===== config.mk =====
export PLATFORM = sky130hd
export DESIGN_NAME = branch_resolve_queue
export DESIGN_NICKNAME = d
export VERILOG_FILES = /design/src/rtl/branch_resolve_queue.sv
export SDC_FILE = /design/constraint.sdc
export NUM_CORES = 1
export LEC_CHECK = 0
export CORE_MARGIN = 1.5
export CORE_UTILIZATION = 47
export CTS_CLUSTER_SIZE = 40
export DETAILED_ROUTE_END_ITERATION = 8
export DONT_BUFFER_PORTS = 1
export PLACE_DENSITY = 0.62
export SYNTH_ARGS = -nofsm -noshare
export SYNTH_HDL_FRONTEND = slang
export SYNTH_SLANG_ARGS = --single-unit

===== constraint.sdc =====
create_clock -name clk -period 7.75 [get_ports clk]
set_input_delay 0.3875 -clock clk [delete_from_list [all_inputs] [get_ports clk]]
set_output_delay 0.3875 -clock clk [all_outputs]
set_load 0.05 [all_outputs]

===== src/rtl/branch_resolve_queue.sv =====
// Resolves up to NCH branches/cycle: registered redirect for the oldest mispredict (1 cycle) plus an in-order
// training FIFO (enqueue visible next cycle); upd_valid/upd_ready backpressure, overflow entries are dropped and counted.
module branch_resolve_queue #(
    parameter int NCH    = 2,
    parameter int DEPTH  = 8,
    parameter int GHSR_W = 8
) (
    input  logic                    clk,
    input  logic                    reset,
    input  logic                    in_flush,
    input  logic [NCH-1:0]          in_valid,
    input  logic [NCH-1:0]          in_taken,
    input  logic [NCH-1:0]          in_mispred,
    input  logic [NCH-1:0]          in_rvc,
    input  logic [NCH*32-1:0]       in_pc,
    input  logic [NCH*32-1:0]       in_target,
    input  logic [NCH*GHSR_W-1:0]   in_ghsr,
    output logic                    redirect_valid,
    output logic [31:0]             redirect_addr,
    output logic [GHSR_W-1:0]       redirect_ghsr,
    output logic                    upd_valid,
    input  logic                    upd_ready,
    output logic [31:0]             upd_pc,
    output logic [31:0]             upd_target,
    output logic                    upd_taken,
    output logic                    upd_mispred,
    output logic [GHSR_W-1:0]       upd_ghsr,
    output logic [$clog2(DEPTH):0]  count,
    output logic                    full,
    output logic [15:0]             drop_cnt
);
    localparam int PW = $clog2(DEPTH);
    localparam int CW = PW + 1;

    typedef struct packed {
        logic [31:0]       pc;
        logic [31:0]       target;
        logic              taken;
        logic              mispred;
        logic [GHSR_W-1:0] ghsr;
    } upd_t;

    upd_t              mem [DEPTH];
    upd_t              entry [NCH];
    upd_t              head;
    logic [PW-1:0]     wr_ptr, rd_ptr;
    logic [NCH-1:0]    enq_ok;
    logic [PW-1:0]     enq_off [NCH];
    int                enq_n, drop_n;
    logic              found;
    logic [31:0]       redir_addr_d;
    logic [GHSR_W-1:0] redir_ghsr_d;
    logic              deq;
    logic [16:0]       drop_sum;

    // Walk channels oldest-first; once a mispredict is seen, younger channels are wrong-path.
    always_comb begin
        int acc_n;
        int free;
        acc_n        = 0;
        enq_n        = 0;
        drop_n       = 0;
        found        = 1'b0;
        redir_addr_d = '0;
        redir_ghsr_d = '0;
        enq_ok       = '0;
        free         = DEPTH - int'(count);
        for (int i = 0; i < NCH; i++) begin
            entry[i]   = '{pc: in_pc[i*32 +: 32], target: in_target[i*32 +: 32],
                           taken: in_taken[i], mispred: in_mispred[i],
                           ghsr: in_ghsr[i*GHSR_W +: GHSR_W]};
            enq_off[i] = '0;
            if (in_valid[i] && !in_flush && !found) begin
                if (acc_n < free) begin
                    enq_ok[i]  = 1'b1;
                    enq_off[i] = PW'(acc_n);
                    enq_n      = enq_n + 1;
                end else begin
                    drop_n = drop_n + 1;
                end
                acc_n = acc_n + 1;
                if (in_mispred[i]) begin
                    found        = 1'b1;
                    redir_addr_d = in_taken[i] ? in_target[i*32 +: 32]
                                               : in_pc[i*32 +: 32] + (in_rvc[i] ? 32'd2 : 32'd4);
                    redir_ghsr_d = in_ghsr[i*GHSR_W +: GHSR_W];
                end
            end
        end
    end

    assign upd_valid   = (count != '0);
    assign full        = (count == CW'(DEPTH));
    assign deq         = upd_valid & upd_ready;
    assign drop_sum    = {1'b0, drop_cnt} + 17'(drop_n);
    // Head fields read as zero while empty so stale storage never shows on the outputs.
    assign head        = upd_valid ? mem[rd_ptr] : '0;
    assign upd_pc      = head.pc;
    assign upd_target  = head.target;
    assign upd_taken   = head.taken;
    assign upd_mispred = head.mispred;
    assign upd_ghsr    = head.ghsr;

    always_ff @(posedge clk) begin
        if (!reset) begin
            for (int i = 0; i < NCH; i++) begin
                if (enq_ok[i]) mem[wr_ptr + enq_off[i]] <= entry[i];
            end
        end
    end

    always_ff @(posedge clk) begin
        if (reset) begin
            wr_ptr         <= '0;
            rd_ptr         <= '0;
            count          <= '0;
            drop_cnt       <= '0;
            redirect_valid <= 1'b0;
            redirect_addr  <= '0;
            redirect_ghsr  <= '0;
        end else begin
            wr_ptr         <= wr_ptr + PW'(enq_n);
            if (deq) rd_ptr <= rd_ptr + 1'b1;
            count          <= count + CW'(enq_n) - CW'(deq);
            drop_cnt       <= drop_sum[16] ? 16'hFFFF : drop_sum[15:0];
            redirect_valid <= found;
            if (found) begin
                redirect_addr <= redir_addr_d;
                redirect_ghsr <= redir_ghsr_d;
            end
        end
    end
endmodule


=== Yosys cells after proc, flatten, opt, wreduce, memory -nomap -nowiden ===
Memories as Yosys holds them, arrays and structs flattened. A register that Yosys moved wholly into a read port is not among the register bits.
Cells that the tools add are included.

* $add $sub $neg: 11
* Multipliers: 0
* Div/mod/pow operators: 0
* Magnitude comparators: 2
* Equal/unequal tests: 1
* Shift-type cells: 0
* Muxes and demuxes: 41
* Bitwise logic cells: 1
* Reductions and logical operators: 6

{| class="wikitable"
|+ Operator list
! kind !! number
|-
| two-way mux 32 bit || 6
|-
| two-way mux 74 bit || 1
|-
| adder 32 x 3 -> 32 bit || 2
|-
| two-way mux 17 bit || 2
|-
| two-way mux 8 bit || 4
|-
| two-way mux 1 bit || 19
|-
| two-way mux 3 bit || 6
|-
| adder 16 x 17 -> 17 bit || 1
|-
| two-way mux 16 bit || 1
|-
| two-way mux 4 bit || 2
|-
| adder 3 bit || 2
|-
| less-than comparator 1 x 5 -> 1 bit (first input constant) || 1
|-
| less-than comparator 2 x 5 -> 1 bit || 1
|-
| subtractor 4 x 4 -> 5 bit (first input constant) || 1
|-
| adder 1 x 1 -> 2 bit (second input constant) || 2
|-
| adder 4 bit || 1
|-
| equality test 4 bit (second input constant) || 1
|-
| nonzero test 4 bit || 1
|-
| subtractor 4 x 1 -> 4 bit || 1
|-
| adder 3 x 1 -> 3 bit (second input constant) || 1
|-
| logical AND 1 bit || 3
|-
| logical NOT 1 bit || 2
|-
| AND 1 bit || 1
|}

* Bits in registers: 67
* Bits in latches: 0
* Memory bits (writable): 592
* ROM bits: 0
* Bits of input ports: 156
* Output and inout bits: 137
* Logic and storage cells: 70
* Memories: 1

{| class="wikitable"
|+ Memories
! name !! depth !! width !! read ports !! clocked after memory_dff !! wr ports !! RTL line !! RTL
|-
| mem || 8 || 74 || 1 || 1 || 2 || 43 || <nowiki>upd_t mem [DEPTH];</nowiki>
|}

=== Depth between registers and ports, before layout ===
Gate-level depths: netlist of the first run.

* Word-level depth: 9
* Depth in mapped cells: 17
* Mapped depth without buffers: 17

=== Least setup slack after synthesis of the first run ===
No wires, ideal clock.

* Kind: flip-flop to flip-flop
* Start: reg count[0]
* End: mem mem[4][0] in the netlist's numbering (enable)
* Library setup time: 0.608 ns
* Arrival time: 7.529 ns
* Data required time: 7.142 ns
* Path slack: -0.387 ns
* Stages on the path, launching flop included: 8
* Buffers on the path: 0
* Period minus slack after synthesis: 8.137 ns
* Cell sequence: dfxtp_1 -> inv_1 -> ha_1 -> and2_1 -> a22o_1 -> a41oi_1 -> nand3b_1 -> o21ai_0

{| class="wikitable"
|+ RTL lines
! element !! RTL line !! RTL
|-
| start: declaration || 28 || <nowiki>output logic [$clog2(DEPTH):0] count,</nowiki>
|-
| start signal: assignment || 124 || <nowiki>count <= count + CW'(enq_n) - CW'(deq);</nowiki>
|-
| end: declaration || 43 ||
|}

==> results_dict.tcl, run 1 <==
set metrics [dict create \
    status "completed" \
    hp-start "in_taken[1]" \
    slew_violations 0 \
    worstHoldEndpoint "redirect_addr[9]" \
    cts_setup_buffers 0 \
    ys_seq_area_share_pct 54.9 \
    dp.cells 3130 \
    synth_ff_type "edfxtp_1" \
    dr_total_vias 22700 \
    synthesis.area_um2 34900 \
    p_sw_share_pct 34.7 \
    routedWlPerCell_um 33.0 \
    synth-seq-cells 662 \
    synth_area_per_cell_um2 14.9 \
    setup_viol 0 \
    cts_tree "built" \
    syn2layout_area_growth_pct 15.4 \
    gp_congestion 0.978 \
    critPathRequiredTime_ns 8.12 \
    slew_headroom_pct 25.0 \
    dieArea_um2 76000 \
    synth_area_leaders "edfxtp_1 51%, mux2_2 19%, mux4_2 9.5%" \
    drive_gt1_share_pct 36.2 \
    crit_fanout 51 \
    yosysWarnings 0 \
    port_buffers 0 \
    hpwl_um 67200 \
    synth-async-reset-ratio_pct 0 \
    die_x_um 276 \
    p_switching_mw 3.79 \
    r2r_slack_ns 1.94 \
    drt_iter0_drc 2569 \
    nNetsFinal 2646 \
    r2r_cells 15 \
    power.density_nw_per_um2 270 \
    crit_path_start_kind "register" \
    clkLatencyLatePin_ns 0.64 \
    worstHoldPathCells 3 \
    skew_ns 0.0199 \
    comb_power_share_pct 28.2 \
    grt_first_pass_wirelength_um 165000 \
    min_period_ns 5.81 \
    synth_edf_count 592 \
    synthCells 2351 \
    cts.sinks 662 \
    cts_buffers 76 \
    period_share_pct 75.0 \
    yosysTopAreaCellShare_pct 50.9 \
    hold_class "input pin to register" \
    cts-root-buf "clkbuf_16" \
    ir_drop_uv 203 \
    clkPwrFrac_pct 32.5 \
    tightest_slew_ns 1.12 \
    arrival_ns 6.18 \
    hold_buffers 216 \
    clkTransAtPathRegs_ns 0.06 \
    rsz0062_at_grt "false" \
    yosysTopAreaCell "edfxtp_1" \
    max_freq_mhz 172 \
    start_util_pct 47.7 \
    p_seq_share_pct 39.3 \
    grt_pass1_vias 22600 \
    critPathCaptureType "register" \
    core_area_um2 73200 \
    grtUsageTotal_pct 30.3 \
    internal_power_mw 7.12 \
    antenna_found_initial 26 \
    clockBufferDepth 3 \
    drcViolationCount 0 \
    cts_resized 0 \
    cts_max_level 3 \
    p_leak_nw 12.9 \
    grt_max_degree 75 \
    tns_ns 0 \
    die_y_um 276 \
    syn_nets 2532 \
    r2r_end "mem[6][62]" \
    viasPerCell 6.46 \
    place_area_um2 35700 \
    regToRegStartpoint "count[3]" \
    drtPass1Iterations 6 \
    wirelength_um 116000 \
    ios 293 \
    overflow 0 \
    drv_cap 0 \
    fin_cells 3507 \
    drtAntennaViolNets 0 \
    final-hold-violation-count 0 \
    fin_area_um2 40300 \
    synthDistinctLibCells 62 \
    worst-setup-path-type "register to register" \
    row_count 99 \
]
[layout make-up]
| cell class | count | area (µm²) |
|---|---|---|
| clock inverter | 32 | 233 |
| antenna | 20 | 50.0 |
| clock buffer | 109 | 2200 |
| fill | 5870 | 32900 |
| inverter | 29 | 109 |
| timing repair buffer | 253 | 2480 |
| tap | 959 | 1200 |
| multi-input combinational | 1443 | 14900 |
| sequential | 662 | 19200 |
[power by group through the flow]
stage          sequential [mW]  combinational (mW)  clock [mW]
2_1_floorplan             4.27                2.46           0
3_3_place_gp              4.36                2.87           0
3_5_place_dp              4.36                2.91           0
4_1_cts                   4.29                3.09        3.59
5_1_grt                   4.30                3.23        3.74
6_report                  4.29                3.07        3.55
[worst max-delay path, cell delays in order (launching register included)]
cell	delay, ns
dfxtp_1	0.75
ha_1	0.30
and2_1	0.50
a22o_1	0.29
nand3_1	0.11
a21oi_1	0.16
nor2_1	0.08
ha_1	0.18
ha_1	0.19
xnor2_1	0.26
nor2b_1	0.12
nand4_1	0.19
buf_4	0.41
buf_4	0.93
mux2_2	0.43
dlygate4sd3_1	0.56
[stage by stage]
step,setup WS (ns),utilization (%),power [mW],hold WS (ns)
global route,1.76,55.1,11.3,0.0172
global placement,2.33,48.7,7.23,0.468
finish,1.94,55.1,10.9,0.0329
floorplan,1.46,-,6.73,0.485
CTS,2.05,55.0,11.0,0.00422
detailed placement,2.20,48.7,7.27,0.469
[placed cells by master, fill, tap and decap left out, types with 12 or more instances in the layout]
cell / n
edfxtp_1: 592
mux2_2: 586
dlygate4sd3_1: 215
mux4_2: 148
nor2_1: 116
mux2i_1: 91
clkbuf_16: 80
dfxtp_1: 67
nand2_1: 51
o21ai_0: 36
nand4_1: 35
buf_4: 35
nor3_1: 28
inv_1: 27
a21oi_1: 27
xnor2_1: 26
nand3_1: 25
diode_2: 20
xor2_1: 20
ha_1: 20
clkbuf_1: 20
clkinv_2: 17
nor4_1: 15
a222oi_1: 14
nor2b_1: 13
a31oi_1: 13
and3_1: 12
a22oi_1: 12
and4_1: 12
[Yosys cell counts (4+ instances only)]
| cell type | n |
|---|---|
| mux4_2 | 148 |
| o22ai_1 | 4 |
| buf_2 | 63 |
| dfxtp_1 | 70 |
| nand2b_1 | 8 |
| mux2i_1 | 91 |
| or4_1 | 7 |
| inv_1 | 27 |
| and2_1 | 11 |
| mux2_2 | 586 |
| and3_1 | 12 |
| nand3_1 | 25 |
| o21a_1 | 7 |
| a31oi_1 | 13 |
| fa_1 | 5 |
| buf_1 | 37 |
| ha_1 | 20 |
| edfxtp_1 | 592 |
| a222oi_1 | 14 |
| a21o_1 | 7 |
| xor2_1 | 20 |
| clkbuf_1 | 117 |
| a21oi_1 | 27 |
| nor3_1 | 29 |
| and4_1 | 14 |
| nand2_1 | 52 |
| nand3b_1 | 5 |
| nor2b_1 | 13 |
| nand4_1 | 35 |
| o21ai_0 | 40 |
| o211ai_1 | 11 |
| a221o_1 | 6 |
| o31ai_1 | 4 |
| nor2_1 | 116 |
| or3_1 | 6 |
| xnor2_1 | 26 |
| nor4_1 | 17 |
| a31o_2 | 6 |
| a2111oi_0 | 4 |
| a22oi_1 | 12 |
[kinds of logic (layout without fill, tap and decap cells)]
kind of cell    Yosys count  count (layout)  share of synthesized area (%)
mux                     825             825                           31.0
flops                   662             662                           54.9
simple gates            359             359                           5.25
buf+inv                 246             423                           2.87
compound gates          188             188                           3.78
xor+xnor                 46              46                           1.15
fa+ha+maj                25              25                           1.00
other cells               0              20                              0
[registers in the layout, summed over array words and instances (netlist names), named ones only]
| register | cells |
|---|---|
| redirect_addr | 32 |
| rd_ptr | 3 |
| redirect_valid | 1 |
| count | 4 |
| drop_cnt | 16 |
| mem | 592 |
| wr_ptr | 3 |
| redirect_ghsr | 8 |
[how the worst max path moves through the flow]
stage,to,start,cells after the start
detailed placement,drop_cnt[13],count[0],16
CTS,mem[6][57],count[3],15
global placement,mem[3][2],count[0],14
floorplan,mem[7][0],count[0],7
finish,mem[6][62],count[3],15
global route,mem[6][57],count[3],15
[per-layer routing]
metal  vias up  track usage, %  share of wire, %
li1       9549               -                 -
met3       165            9.43                11
met4        14            9.79               2.6
met1     11800            40.8                40
met2      1092            47.0                46
met5         -               0             0.080
(Power assumes the default switching activity.)
==> run 2: changes to the inputs <==
--- a/config.mk
+++ b/config.mk
@@ -10,7 +10,7 @@
 export CTS_CLUSTER_SIZE = 40
 export DETAILED_ROUTE_END_ITERATION = 8
 export DONT_BUFFER_PORTS = 1
-export PLACE_DENSITY = 0.62
+export PLACE_DENSITY = 0.6
 export SYNTH_ARGS = -nofsm -noshare
 export SYNTH_HDL_FRONTEND = slang
 export SYNTH_SLANG_ARGS = --single-unit
==> constraint.sdc (replaced) <==
create_clock -name clk -period 5.9 [get_ports clk]
set_input_delay 0.295 -clock clk [delete_from_list [all_inputs] [get_ports clk]]
set_output_delay 0.295 -clock clk [all_outputs]
set_load 0.05 [all_outputs]
==> run 2 against run 1 <==
  * Worst setup slack lost 1.4 ns
  * Largest cell class unchanged
  * Critical endpoint is now mem[6][57]
  * Critical path type unchanged
  * Largest power group unchanged
  * Maximum frequency rose by 9.1%
  * Cell count grew 0.54%
==> results_dict.tcl, run 2 (same netlist as run 1, synthesis figures left out) <==
set metrics [dict create \
    status "completed" \
    syn2layout_area_growth_pct 16.3 \
    rsz0062_at_grt "false" \
    r2r_slack_ns 0.57 \
    min_period_ns 5.33 \
    fin_cells 3526 \
    r2r_cells 14 \
    drt_iter0_drc 2577 \
    dieArea_um2 76000 \
    slew_violations 0 \
    grt_first_pass_wirelength_um 166000 \
    slew_headroom_pct 17.7 \
    ir_drop_uv 295 \
    multi_input_area_um2 14900 \
    final-hold-violation-count 0 \
    fin_area_um2 40600 \
    power.density_nw_per_um2 354 \
    worst-setup-path-type "register to register" \
    hpwl_um 67800 \
    row_count 99 \
    antenna_found_initial 17 \
    max_freq_mhz 188 \
    mostFrequentLayoutCells "592 x edfxtp_1, 586 x mux2_2, 228 x dlygate4sd3_1" \
    hold_class "input pin to register" \
    crit_end "mem[6][57]" \
    arrival_ns 5.69 \
    cts_buffers 76 \
    clkLatencyLatePin_ns 0.62 \
    crit_fanout 35 \
    core_area_um2 73200 \
    start_util_pct 47.7 \
    cts_tree "built" \
    crit_start "count[3]" \
    dp.cells 3134 \
    grtUsageTotal_pct 30.6 \
    power.total_mw 14.4 \
    cts.sinks 662 \
    whs_ns 0.0268 \
    grt_max_degree 84 \
    overflow 0 \
    setup_ws_ns 0.571 \
    fillers 5964 \
    r2r_end "mem[6][57]" \
    grt_pass1_vias 22900 \
    clockBufferDepth 3 \
    ios 293 \
    clkTransAtPathRegs_ns 0.07 \
    skew_ns 0.0215 \
    p_leak_nw 13.1 \
    final_util_pct 55.5 \
    final_common_cell "edfxtp_1" \
    drtPass1Iterations 6 \
    port_buffers 0 \
    critPathRequiredTime_ns 6.26 \
    tightest_slew_ns 1.23 \
    wirelength_um 117000 \
    nNetsFinal 2663 \
    die_x_um 276 \
    drv_cap 0 \
    gp_congestion 0.940 \
    period_share_pct 90.3 \
    drcViolationCount 0 \
    crit_path_start_kind "register" \
    die_y_um 276 \
    drive_gt1_share_pct 35.7 \
    seq_area_um2 19200 \
    cts-root-buf "clkbuf_16" \
    drtAntennaViolNets 0 \
    largest_reg_flops 592 \
    place_ws_ns 0.966 \
    viasPerCell 6.48 \
    regToRegStartpoint "count[3]" \
    hp-start "in_pc[23]" \
    place_area_um2 35800 \
    routedWlPerCell_um 33.1 \
    cts_max_level 3 \
    dr_total_vias 22800 \
    setup_viol 0 \
    tns_ns 0 \
    critPathCaptureType "register" \
]
## run 2: cell count changes in the layout (fill, tap and decap cells not counted), sizes merged
cell,before,now
bufinv,2,6
clkbuf,109,91
diode,20,27
clkinv,29,37
dlygate4sd3,215,228
clkinvlp,1,3
buf,38,42
inv,29,28
## run 2: cell type report
type	instances	share of cell area, %
Antenna cell	27	0.166
Clock buffer	91	5.03
Clock inverter	45	0.875
Inverter	29	0.268
Multi-Input combinational cell	1443	36.6
Sequential cell	662	47.2
Tap cell	959	2.95
Timing Repair Buffer	270	6.88
## run 2: layer usage
layer / track usage [%] / up-vias / part of all wire (%)
li1: - / 9598 / -
met1: 40.7 / 12100 / 40
met2: 47.7 / 995 / 47
met3: 9.40 / 197 / 9.7
met4: 9.98 / 2 / 3.0
met5: 0 / - / 0.012
## run 2: worst min path at each step
stage / end / slack (ns) / cells after the start
2_1_floorplan: redirect_addr[27] / 0.46 / 2
3_3_place_gp: redirect_addr[5] / 0.40 / 1
3_5_place_dp: redirect_addr[1] / 0.40 / 1
4_1_cts: redirect_addr[1] / 0.009 / 4
5_1_grt: redirect_addr[23] / 0.03 / 3
6_report: redirect_addr[23] / 0.03 / 3
## run 2: power breakdown
| part | switching (mW) | internal [mW] | leakage [nW] |
|---|---|---|---|
| Sequential | 0.214 | 5.34 | 5.91 |
| Clock | 1.94 | 2.72 | 1.17 |
| Combinational | 2.80 | 1.35 | 5.99 |
## run 2: what timing repair did
action	in CTS	in global routing
endpoints found under the hold margin	654	0
resized for setup	0	0
buffers inserted	0	0
hold buffers	229	0
## run 2: critical path, cell delays in order (launching register included)
cell,delay (ns)
dfxtp_1,0.72
ha_1,0.29
and2_1,0.48
a22o_1,0.30
nand3_1,0.12
a21oi_1,0.19
nor2_1,0.07
ha_1,0.18
ha_1,0.19
xnor2_1,0.18
nor2b_1,0.18
nand4_1,0.71
buf_12,0.47
mux2_2,0.33
dlygate4sd3_1,0.59
==> run 3: changes to the inputs <==
--- a/config.mk
+++ b/config.mk
@@ -5,12 +5,14 @@
 export SDC_FILE = /design/constraint.sdc
 export NUM_CORES = 1
 export LEC_CHECK = 0
+export CELL_PAD_IN_SITES_DETAIL_PLACEMENT = 1
+export CELL_PAD_IN_SITES_GLOBAL_PLACEMENT = 2
 export CORE_MARGIN = 1.5
 export CORE_UTILIZATION = 47
 export CTS_CLUSTER_SIZE = 40
 export DETAILED_ROUTE_END_ITERATION = 8
 export DONT_BUFFER_PORTS = 1
-export PLACE_DENSITY = 0.6
+export PLACE_DENSITY = 0.79
 export SYNTH_ARGS = -nofsm -noshare
 export SYNTH_HDL_FRONTEND = slang
 export SYNTH_SLANG_ARGS = --single-unit
==> run 3 against run 2 <==
  * Critical path type unchanged
  * Clock power up 3%
  * Power up 1.3%
  * Routed wire length up 2.6%
  * Sequential power about the same
  * Highest routed layer unchanged
  * Critical path depth up 3
  * Clock-buffer cell count up 7
  * Global-route usage up 0.95 points
==> results_dict.tcl, run 3 (same netlist as run 1, synthesis figures left out) <==
set metrics [dict create \
    critPathCaptureType "register" \
    die_y_um 276 \
    tightest_slew_ns 1.18 \
    gp_congestion 0.945 \
    slew_headroom_pct 21.0 \
    cts.sinks 662 \
    cts_buffers 74 \
    arrival_ns 6.00 \
    clkTransAtPathRegs_ns 0.06 \
    crit_buf_inv 3 \
    rsz0062_at_grt "false" \
    max_freq_mhz 183 \
    dieArea_um2 76000 \
    drv_cap 0 \
    status "completed" \
    largest_reg_flops 592 \
    mostFrequentLayoutCells "592 x edfxtp_1, 586 x mux2_2, 225 x dlygate4sd3_1" \
    port_buffers 0 \
    slowest_delay_ns 0.84 \
    wirelength_um 120000 \
    crit_path_start_kind "register" \
    clkLatencyLatePin_ns 0.64 \
    p_sw_share_pct 34.3 \
    cts_tree "built" \
    crit_fanout 12 \
    regToRegStartpoint "count[1]" \
    fillers 6798 \
    overflow 0 \
    start_util_pct 47.7 \
    critPathMostFrequentCell "ha_1" \
    cts-root-buf "clkbuf_16" \
    drtAntennaViolNets 0 \
    p_leak_nw 13.1 \
    cts_max_level 3 \
    path_cells "buf_4 -> inv_1 -> ha_1 -> and2_1 -> a22o_1 -> o2111ai_1 -> nand2_1 -> ha_1 -> a32o_1 -> ha_1 -> inv_1 -> fa_1 -> nand3b_1 -> nor4_1 -> nand2_1 -> and4_1 -> nor3_1" \
    min_period_ns 5.45 \
    worst-setup-path-type "register to register" \
    hold_class "input pin to register" \
    period_share_pct 92.4 \
    hp-start "in_target[0]" \
    place_area_um2 35800 \
    clockBufferDepth 3 \
    critPathRequiredTime_ns 6.45 \
    cts_setup_buffers 0 \
    nNetsFinal 2661 \
    hpwl_um 69800 \
    p_switching_mw 4.99 \
    grt_first_pass_wirelength_um 173000 \
    ir_drop_uv 335 \
    grt_max_degree 76 \
    comb_power_share_pct 28.6 \
    dr_total_vias 23000 \
    grt_pass1_vias 24100 \
    p_seq_share_pct 38.4 \
    drtPass1Iterations 6 \
    crit_start "count[1]" \
    crit_path_top_delay_cell "nor4_1" \
    drcViolationCount 0 \
    setup_viol 0 \
    final_common_cell "edfxtp_1" \
    path_delay_family "simple AND/OR/NAND/NOR gates" \
    syn2layout_area_growth_pct 16.3 \
    die_x_um 276 \
    antenna_found_initial 31 \
    viasPerCell 6.54 \
    fin_area_um2 40600 \
    drt_iter0_drc 2241 \
    clkPwrFrac_pct 33.0 \
    routedWlPerCell_um 34.0 \
    core_area_um2 73200 \
    final_util_pct 55.5 \
    final-hold-violation-count 0 \
    power.density_nw_per_um2 358 \
    internal_power_mw 9.55 \
    drive_gt1_share_pct 35.9 \
    power.total_mw 14.5 \
    slew_violations 0 \
    ios 293 \
    grtUsageTotal_pct 31.5 \
    skew_ns 0.0218 \
    row_count 99 \
]
run 3: cell count changes in the layout (fill, tap and decap cells not counted), sizes merged:
| cell | delta |
|---|---|
| clkinvlp | -3 |
| diode | -1 |
| clkinv | -13 |
| dlygate4sd3 | -3 |
| bufinv | +4 |
| clkbuf | +7 |
| inv | +2 |
| buf | +3 |
run 3: final cells by class:
class                      instances  area [µm²]  area share, %
antenna                           26        65.1          0.160
clock buffer                      98        2030           4.98
clock inverter                    35         425           1.05
inverter                          29         109          0.268
multi-input combinational       1443       14900           36.6
sequential                       662       19200           47.2
tap                              959        1200           2.95
timing repair buffer             270        2760           6.79
run 3: path summary, 6_finish.rpt:
path | to | slack [ns] | depth (start not counted)
setup reg to reg | drop_cnt[13] | 0.45 | 17
hold / removal | redirect_addr[0] | 0.03 | 4
setup / recovery | drop_cnt[13] | 0.45 | 17
hold reg to reg | register | 0.56 | 2
run 3: timing repair:
item                                    in CTS  in global routing
endpoints found under the setup margin       0                  0
gates resized for setup                      0                  0
hold endpoints to repair                   654                  0
hold buffers                               226                  0
run 3: per-stage QoR:
stage,setup TNS [ns],worst slack [ns],hold WS (ns),instances
2_1_floorplan,-19.03,-0.257,0.461,2351
3_3_place_gp,0,0.979,0.369,3137
3_5_place_dp,0,0.617,0.371,3137
4_1_cts,0,0.562,0.00293,3496
5_1_grt,0,0.0644,0.0404,3515
6_report,0,0.450,0.0279,3522
run 3: power by group through the flow:
stage | logic, mW | registers [mW] | clock network, mW
6_report | 4.17 | 5.58 | 4.80
5_1_grt | 4.37 | 5.60 | 5.01
4_1_cts | 4.18 | 5.58 | 4.84
3_5_place_dp | 3.91 | 5.67 | 0
3_3_place_gp | 3.84 | 5.66 | 0
2_1_floorplan | 3.24 | 5.60 | 0
run 3: worst min-delay path, cell delays in order:
cell and delay [ns]:
mux2i_1 0.05, o22ai_1 0.14, a21oi_1 0.05, nor2_1 0.07
run 3: per-layer routing:
metal  part of all wire, %  GRT usage [%]  up-vias
li1                      -              -     9604
met1                    40           41.8    12300
met2                    49           51.1      918
met3                   8.5           8.06      186
met4                   2.4           9.22       14
met5                 0.068              0        -
